**src/rtl/vx_issue_sched.sv**
```systemverilog
`default_nettype none
// ============================================================================
// Module   : vx_issue_sched
// Purpose  : Warp issue scheduler with a per-warp register scoreboard.
//            A warp is eligible when its instruction-buffer head is valid and
//            none of its source registers, nor its destination register when
//            it writes one, is marked in use. Eligible warps are picked
//            round-robin, starting after the last issued warp. An issue marks
//            the destination register in use. A final writeback packet clears
//            that mark. A stall counter raises timeout when no issue has
//            happened for TIMEOUT consecutive cycles while work is pending.
// Ports    : clk, reset (sync, active-high)
//            ibuf_valid/ready/wb, ibuf_rd/rs1/rs2/rs3 : per-warp head info
//            wb_valid/wid/rd/eop                      : writeback release
//            disp_valid/wid/ready                     : dispatch handshake
//            timeout                                  : stall limit reached
//            perf_scb_stalls, perf_disp_stalls        : only with ISSUE_PERF_EN
// Config   : `define ISSUE_PERF_EN adds the two wrapping perf counters.
// Revision : 1.0 - initial release
// ============================================================================
module vx_issue_sched #(
  parameter int NUM_WARPS = 4,
  parameter int NUM_REGS  = 32,
  parameter int TIMEOUT   = 1000,
  parameter int PERF_BITS = 32,
  localparam int RB = $clog2(NUM_REGS),
  localparam int WB = $clog2(NUM_WARPS)
) (
  input  logic                    clk,
  input  logic                    reset,
  input  logic [NUM_WARPS-1:0]    ibuf_valid,
  output logic [NUM_WARPS-1:0]    ibuf_ready,
  input  logic [NUM_WARPS-1:0]    ibuf_wb,
  input  logic [NUM_WARPS*RB-1:0] ibuf_rd,
  input  logic [NUM_WARPS*RB-1:0] ibuf_rs1,
  input  logic [NUM_WARPS*RB-1:0] ibuf_rs2,
  input  logic [NUM_WARPS*RB-1:0] ibuf_rs3,
  input  logic                    wb_valid,
  input  logic [WB-1:0]           wb_wid,
  input  logic [RB-1:0]           wb_rd,
  input  logic                    wb_eop,
  output logic                    disp_valid,
  output logic [WB-1:0]           disp_wid,
  input  logic                    disp_ready,
  output logic                    timeout
`ifdef ISSUE_PERF_EN
  ,
  output logic [PERF_BITS-1:0]    perf_scb_stalls,
  output logic [PERF_BITS-1:0]    perf_disp_stalls
`endif
);

  localparam int            SW        = $clog2(TIMEOUT + 1);
  localparam logic [SW-1:0] STALL_MAX = SW'(TIMEOUT);

  logic [NUM_WARPS-1:0][NUM_REGS-1:0] inuse_q, inuse_d;
  logic [WB-1:0]                      rr_q, rr_d;
  logic [SW-1:0]                      stall_q, stall_d;

  logic [NUM_WARPS-1:0] eligible;
  logic [RB-1:0]        rd_arr [NUM_WARPS];
  logic                 sel_found;
  logic [WB-1:0]        sel_wid;
  logic [WB-1:0]        cand;
  logic                 fire;
  logic                 any_valid;

  // Hazard check against registered scoreboard state only (no bypass).
  for (genvar w = 0; w < NUM_WARPS; w++) begin : g_elig
    logic [RB-1:0] rs1_w, rs2_w, rs3_w;
    assign rd_arr[w]   = ibuf_rd [w*RB +: RB];
    assign rs1_w       = ibuf_rs1[w*RB +: RB];
    assign rs2_w       = ibuf_rs2[w*RB +: RB];
    assign rs3_w       = ibuf_rs3[w*RB +: RB];
    assign eligible[w] = ibuf_valid[w]
                       && !inuse_q[w][rs1_w]
                       && !inuse_q[w][rs2_w]
                       && !inuse_q[w][rs3_w]
                       && !(ibuf_wb[w] && inuse_q[w][rd_arr[w]]);
  end

  // Round-robin scan from the warp after rr_q; the last candidate wraps back
  // to rr_q itself because NUM_WARPS is a power of two.
  always_comb begin
    sel_found = 1'b0;
    sel_wid   = '0;
    cand      = '0;
    for (int i = 1; i <= NUM_WARPS; i++) begin
      cand = rr_q + WB'(i);
      if (!sel_found && eligible[cand]) begin
        sel_found = 1'b1;
        sel_wid   = cand;
      end
    end
  end

  assign any_valid  = |ibuf_valid;
  assign disp_valid = sel_found && !reset;
  assign disp_wid   = sel_wid;
  assign fire       = disp_valid && disp_ready;
  assign ibuf_ready = fire ? ({{(NUM_WARPS-1){1'b0}}, 1'b1} << sel_wid) : '0;
  assign timeout    = !reset && (stall_q == STALL_MAX);

  always_comb begin
    rr_d    = fire ? sel_wid : rr_q;
    inuse_d = inuse_q;
    if (wb_valid && wb_eop) begin
      inuse_d[wb_wid][wb_rd] = 1'b0;
    end
    // Applied after the clear so that a same-cycle set wins.
    if (fire && ibuf_wb[sel_wid] && (rd_arr[sel_wid] != '0)) begin
      inuse_d[sel_wid][rd_arr[sel_wid]] = 1'b1;
    end
    if (fire || !any_valid) begin
      stall_d = '0;
    end else if (stall_q != STALL_MAX) begin
      stall_d = stall_q + SW'(1);
    end else begin
      stall_d = stall_q;
    end
  end

  always_ff @(posedge clk) begin
    if (reset) begin
      inuse_q <= '0;
      rr_q    <= WB'(NUM_WARPS - 1);
      stall_q <= '0;
    end else begin
      inuse_q <= inuse_d;
      rr_q    <= rr_d;
      stall_q <= stall_d;
    end
  end

`ifdef ISSUE_PERF_EN
  logic [PERF_BITS-1:0] perf_scb_q, perf_disp_q;

  always_ff @(posedge clk) begin
    if (reset) begin
      perf_scb_q  <= '0;
      perf_disp_q <= '0;
    end else begin
      if (any_valid && !sel_found) begin
        perf_scb_q <= perf_scb_q + PERF_BITS'(1);
      end
      if (disp_valid && !disp_ready) begin
        perf_disp_q <= perf_disp_q + PERF_BITS'(1);
      end
    end
  end

  assign perf_scb_stalls  = perf_scb_q;
  assign perf_disp_stalls = perf_disp_q;
`endif

endmodule
`default_nettype wire

```
**config.mk**
```make
export PLATFORM = sky130hd
export DESIGN_NAME = vx_issue_sched
export DESIGN_NICKNAME = d
export VERILOG_FILES = /design/src/rtl/vx_issue_sched.sv
export SDC_FILE = /design/constraint.sdc
export NUM_CORES = 1
export LEC_CHECK = 0
export BUFFER_PORTS_ARGS = -buffer_cell sky130_fd_sc_hd__buf_2
export CAP_MARGIN = 15
export CORE_MARGIN = 2
export CORE_UTILIZATION = 30
export CTS_BUF_LIST = sky130_fd_sc_hd__clkbuf_4 sky130_fd_sc_hd__clkbuf_8
export DETAILED_ROUTE_END_ITERATION = 6
export REMOVE_ABC_BUFFERS = 1
export SLEW_MARGIN = 20
export SYNTH_ARGS = -nofsm -noshare
export SYNTH_HDL_FRONTEND = slang
export SYNTH_SLANG_ARGS = --single-unit
```
**constraint.sdc**
```tcl
create_clock -name clk -period 9.7 [get_ports clk]
set_input_delay 0.485 -clock clk [delete_from_list [all_inputs] [get_ports clk]]
set_output_delay 0.485 -clock clk [all_outputs]
set_load 0.03 [all_outputs]
```
==> impl_metrics.ini <==
[logic_synthesis]
synth.area.top_cells = sky130_fd_sc_hd__dfxtp_1, sky130_fd_sc_hd__mux4_2, sky130_fd_sc_hd__mux2i_1
synth_enable_flop_cells = 0
share_of_synthesized_area_occupied_by_flip_flops_and_latches = 0.262
synthesized_area_fraction_occupied_by_adder_cells = 0.00234
yosys_register_bits = 140
mappedNetlistArea_um2 = 10700
synth.most_common_cell = sky130_fd_sc_hd__dfxtp_1
synthDominantAreaCellType = sky130_fd_sc_hd__dfxtp_1
synth-main-ff-cell = sky130_fd_sc_hd__dfxtp_1
yosys.area_share.simple = 0.155
avgSynthCellArea_um2 = 9.41
netlist-cell-type-count = 73
synth-compound-area-share = 0.239
synth_top_area_share = 0.262
synth_xor_area_frac = 0.00737
share_of_flip_flops_with_an_asynchronous_set_or_reset = 0
postSynthCellCount = 1136
most_common_library_cells_after_synthesis = sky130_fd_sc_hd__dfxtp_1, sky130_fd_sc_hd__o211ai_1, sky130_fd_sc_hd__mux2i_1
dominant_combinational_cell_family_by_area_after_synthesis = multiplexers
post_synth_mux_area_share = 0.291
yosys_warnings = 0

[clocking]
tritoncts_buffer_count = 17
cts_tree = done
cts_buffer_depth = 2
post_cts.resized_instances = 0
postCtsSetupRepairBufs = 0
tritoncts_num_sinks = 140
clock_tree.root_cell = sky130_fd_sc_hd__clkbuf_8
worst_skew_pair.late_latency_ns = 0.46
cts_htree_levels = 4
worst_setup_hold_path_clk_slew_ns = 0.09
cts_hold_buf = 0

[floorplan]
design.die.area_um2 = 37200
horizontal_die_dimension_um = 193
rows = 69
die_h_um = 193
coreArea_um2 = 35300
starting_density_of_the_core = 0.303
io_pins = 108

[global_routing]
global_route_wire_length_before_repair_um = 64400
groute.usage.overall = 0.234
grt_antenna_before_repair = 2
grt_remaining_overflow = 0
grt_pass1_vias = 9979
pin_count_of_the_biggest_net_entering_global_routing = 97

[detailed_routing]
num_vias = 10500
avgViaCountPerCell = 6.33
average_wire_per_cell_in_the_routed_design_um = 26.3
first_iter_violations = 1475
firstDrtPassIters = 6
drc_errors = 0
totalWireLength_um = 43600
drt.antenna.violating_nets = 0

[layout]
area_growth_synth_to_finish_pct = 11.1
num-nets-final = 1285
final_cell_area_um2 = 11900
post_layout_nonfiller_instances = 1659
num-fill-cells = 3657
final_core_utilization = 0.336
layout_cells_sized_above_1 = 0.238

[place]
gpl.final_weighted_congestion = 0.941
numPlacedInstances = 1624
dp_hpwl_um = 32000
port_buffers = 107
post_dp_cell_area_um2 = 11500
pre_cts_ws_ns = 4.41

[critical_path]
critical_path.top_delay_family = simple AND/OR/NAND/NOR gates
peak_per_stage_delay_on_the_critical_path_ns = 0.54
worstPathMaxFanout = 8
worst_ep_arrival_time_ns = 5.11
cp_buf_inv_count = 0
critPathCaptureType = flip-flop
worstPathCellList = mux4_2 -> and3b_1 -> o41ai_1 -> o221ai_1 -> nor3_4 -> o21bai_1 -> a2111o_2 -> a2bb2oi_1 -> or3b_1 -> nor3_2 -> nand2_1 -> o21ai_1
worstSetupStartpointType = flip-flop
critPathSlowestCell = sky130_fd_sc_hd__or3b_1
critical_path_required_ns = 10.08
criticalPathCategory = flip-flop to flip-flop

[timing]
setup_violations = 0
timing.final.ws_setup_ns = 4.97
final_hold_viol_count = 0
hold_ws_ns = 0.451
timing.fmax_ghz = 0.212
tightestPinTransition_ns = 1.06
final-max-slew-violation-count = 0
post-route-period-util = 0.487
setup_tns_ns = 0
finalClockSkew_ns = 0.0201
final_period_minus_worst_setup_slack_ns = 4.73
slew_headroom = 0.294
grt_setup_unrepaired = no

[pwr]
power_density_nw_per_um2 = 115
leakage_power_summed_over_all_cells_nw = 4.13
max-vdd-ir-drop_v = 0.0000888
totalPowerFinal_mw = 1.36

[worst_hold_path]
worstHoldPathType = input pin to flip-flop

[job]
drv.max_cap_violation_count = 0

[run_status]
status = finished clean
final cells by class:
class / instances / area, um2 / share of cell area
flip-flops and latches: 140 / 2800 / 0.236
multi-input cells: 891 / 7430 / 0.626
repair buffers: 114 / 608 / 0.0512
diodes: 2 / 5.00 / 0.000421
clock inverters: 14 / 140 / 0.0118
well taps: 461 / 577 / 0.0486
clock buffers: 18 / 241 / 0.0203
inverters: 19 / 72.6 / 0.00611
metal layers:
metal  track usage  vias up  share of wire
li1              -     4583              -
met1         0.326     5122           0.41
met4        0.0969        0          0.039
met5             0        -              0
met3        0.0544      121           0.11
met2         0.347      678           0.44
cells by family after synthesis:
kind of cell | count (synthesis)
buf+inv | 105
compound gates | 365
fa+ha+maj | 2
xor+xnor | 9
mux | 206
simple gates | 309
flops | 140
path summary, 6_finish.rpt:
| check | cells past startpoint | start | end | slack [ns] |
|---|---|---|---|---|
| hold reg to reg | 2 | stall_q[8]$_SDFFE_PP0P_ | stall_q[8]$_SDFFE_PP0P_ | 0.52 |
| hold / removal | 2 | reset | rr_q[1]$_SDFFE_PP1P_ | 0.45 |
| setup reg to reg | 12 | inuse_q[20]$_SDFF_PP0_ | inuse_q[86]$_SDFF_PP0_ | 4.97 |
| setup / recovery | 12 | inuse_q[20]$_SDFF_PP0_ | inuse_q[86]$_SDFF_PP0_ | 4.97 |
flip-flops by register name (all words and copies together), names as in the netlist:
signal / cells
rr_q: 2
inuse_q: 128
stall_q: 10
layout by cell type (no fill, tap or decap), types with 5 or more instances in the layout:
cell                        netlist  final
sky130_fd_sc_hd__nor3b_1          7      7
sky130_fd_sc_hd__nand2_1        101    100
sky130_fd_sc_hd__inv_1           18     17
sky130_fd_sc_hd__nand3b_1         5      5
sky130_fd_sc_hd__nand3_1         32     32
sky130_fd_sc_hd__mux2_2           7      7
sky130_fd_sc_hd__dfxtp_1        140    140
sky130_fd_sc_hd__and2_1           6      6
sky130_fd_sc_hd__o21ai_0          5      5
sky130_fd_sc_hd__a22oi_1         19     19
sky130_fd_sc_hd__nor3b_2          6      6
sky130_fd_sc_hd__and3_1           9      9
sky130_fd_sc_hd__nor2_1          45     45
sky130_fd_sc_hd__a2bb2oi_1       11     11
sky130_fd_sc_hd__nor3_1          10     10
sky130_fd_sc_hd__nand4_1         10     10
sky130_fd_sc_hd__a21oi_1         20     20
sky130_fd_sc_hd__o2111ai_1        7      7
sky130_fd_sc_hd__nand2b_1        16     16
sky130_fd_sc_hd__xor2_1           6      6
sky130_fd_sc_hd__nor2b_1         24     24
sky130_fd_sc_hd__o21ai_1        104    104
sky130_fd_sc_hd__o211ai_1       128    128
sky130_fd_sc_hd__a211oi_1         5      5
sky130_fd_sc_hd__buf_4            2      6
sky130_fd_sc_hd__and3b_1          5      5
sky130_fd_sc_hd__mux4_2          83     83
sky130_fd_sc_hd__clkbuf_8         0     17
sky130_fd_sc_hd__o211a_1          5      5
sky130_fd_sc_hd__mux2i_1        116    116
sky130_fd_sc_hd__o21ai_2         22     22
sky130_fd_sc_hd__nand4b_1         5      5
sky130_fd_sc_hd__buf_2           24    107
power by group:
part | internal, mW | switching [mW] | total, mW
combinational | 0.0972 | 0.204 | 0.301
sequential | 0.578 | 0.00746 | 0.586
clock | 0.211 | 0.264 | 0.475
Note: power is estimated with default switching activity, not from simulation.
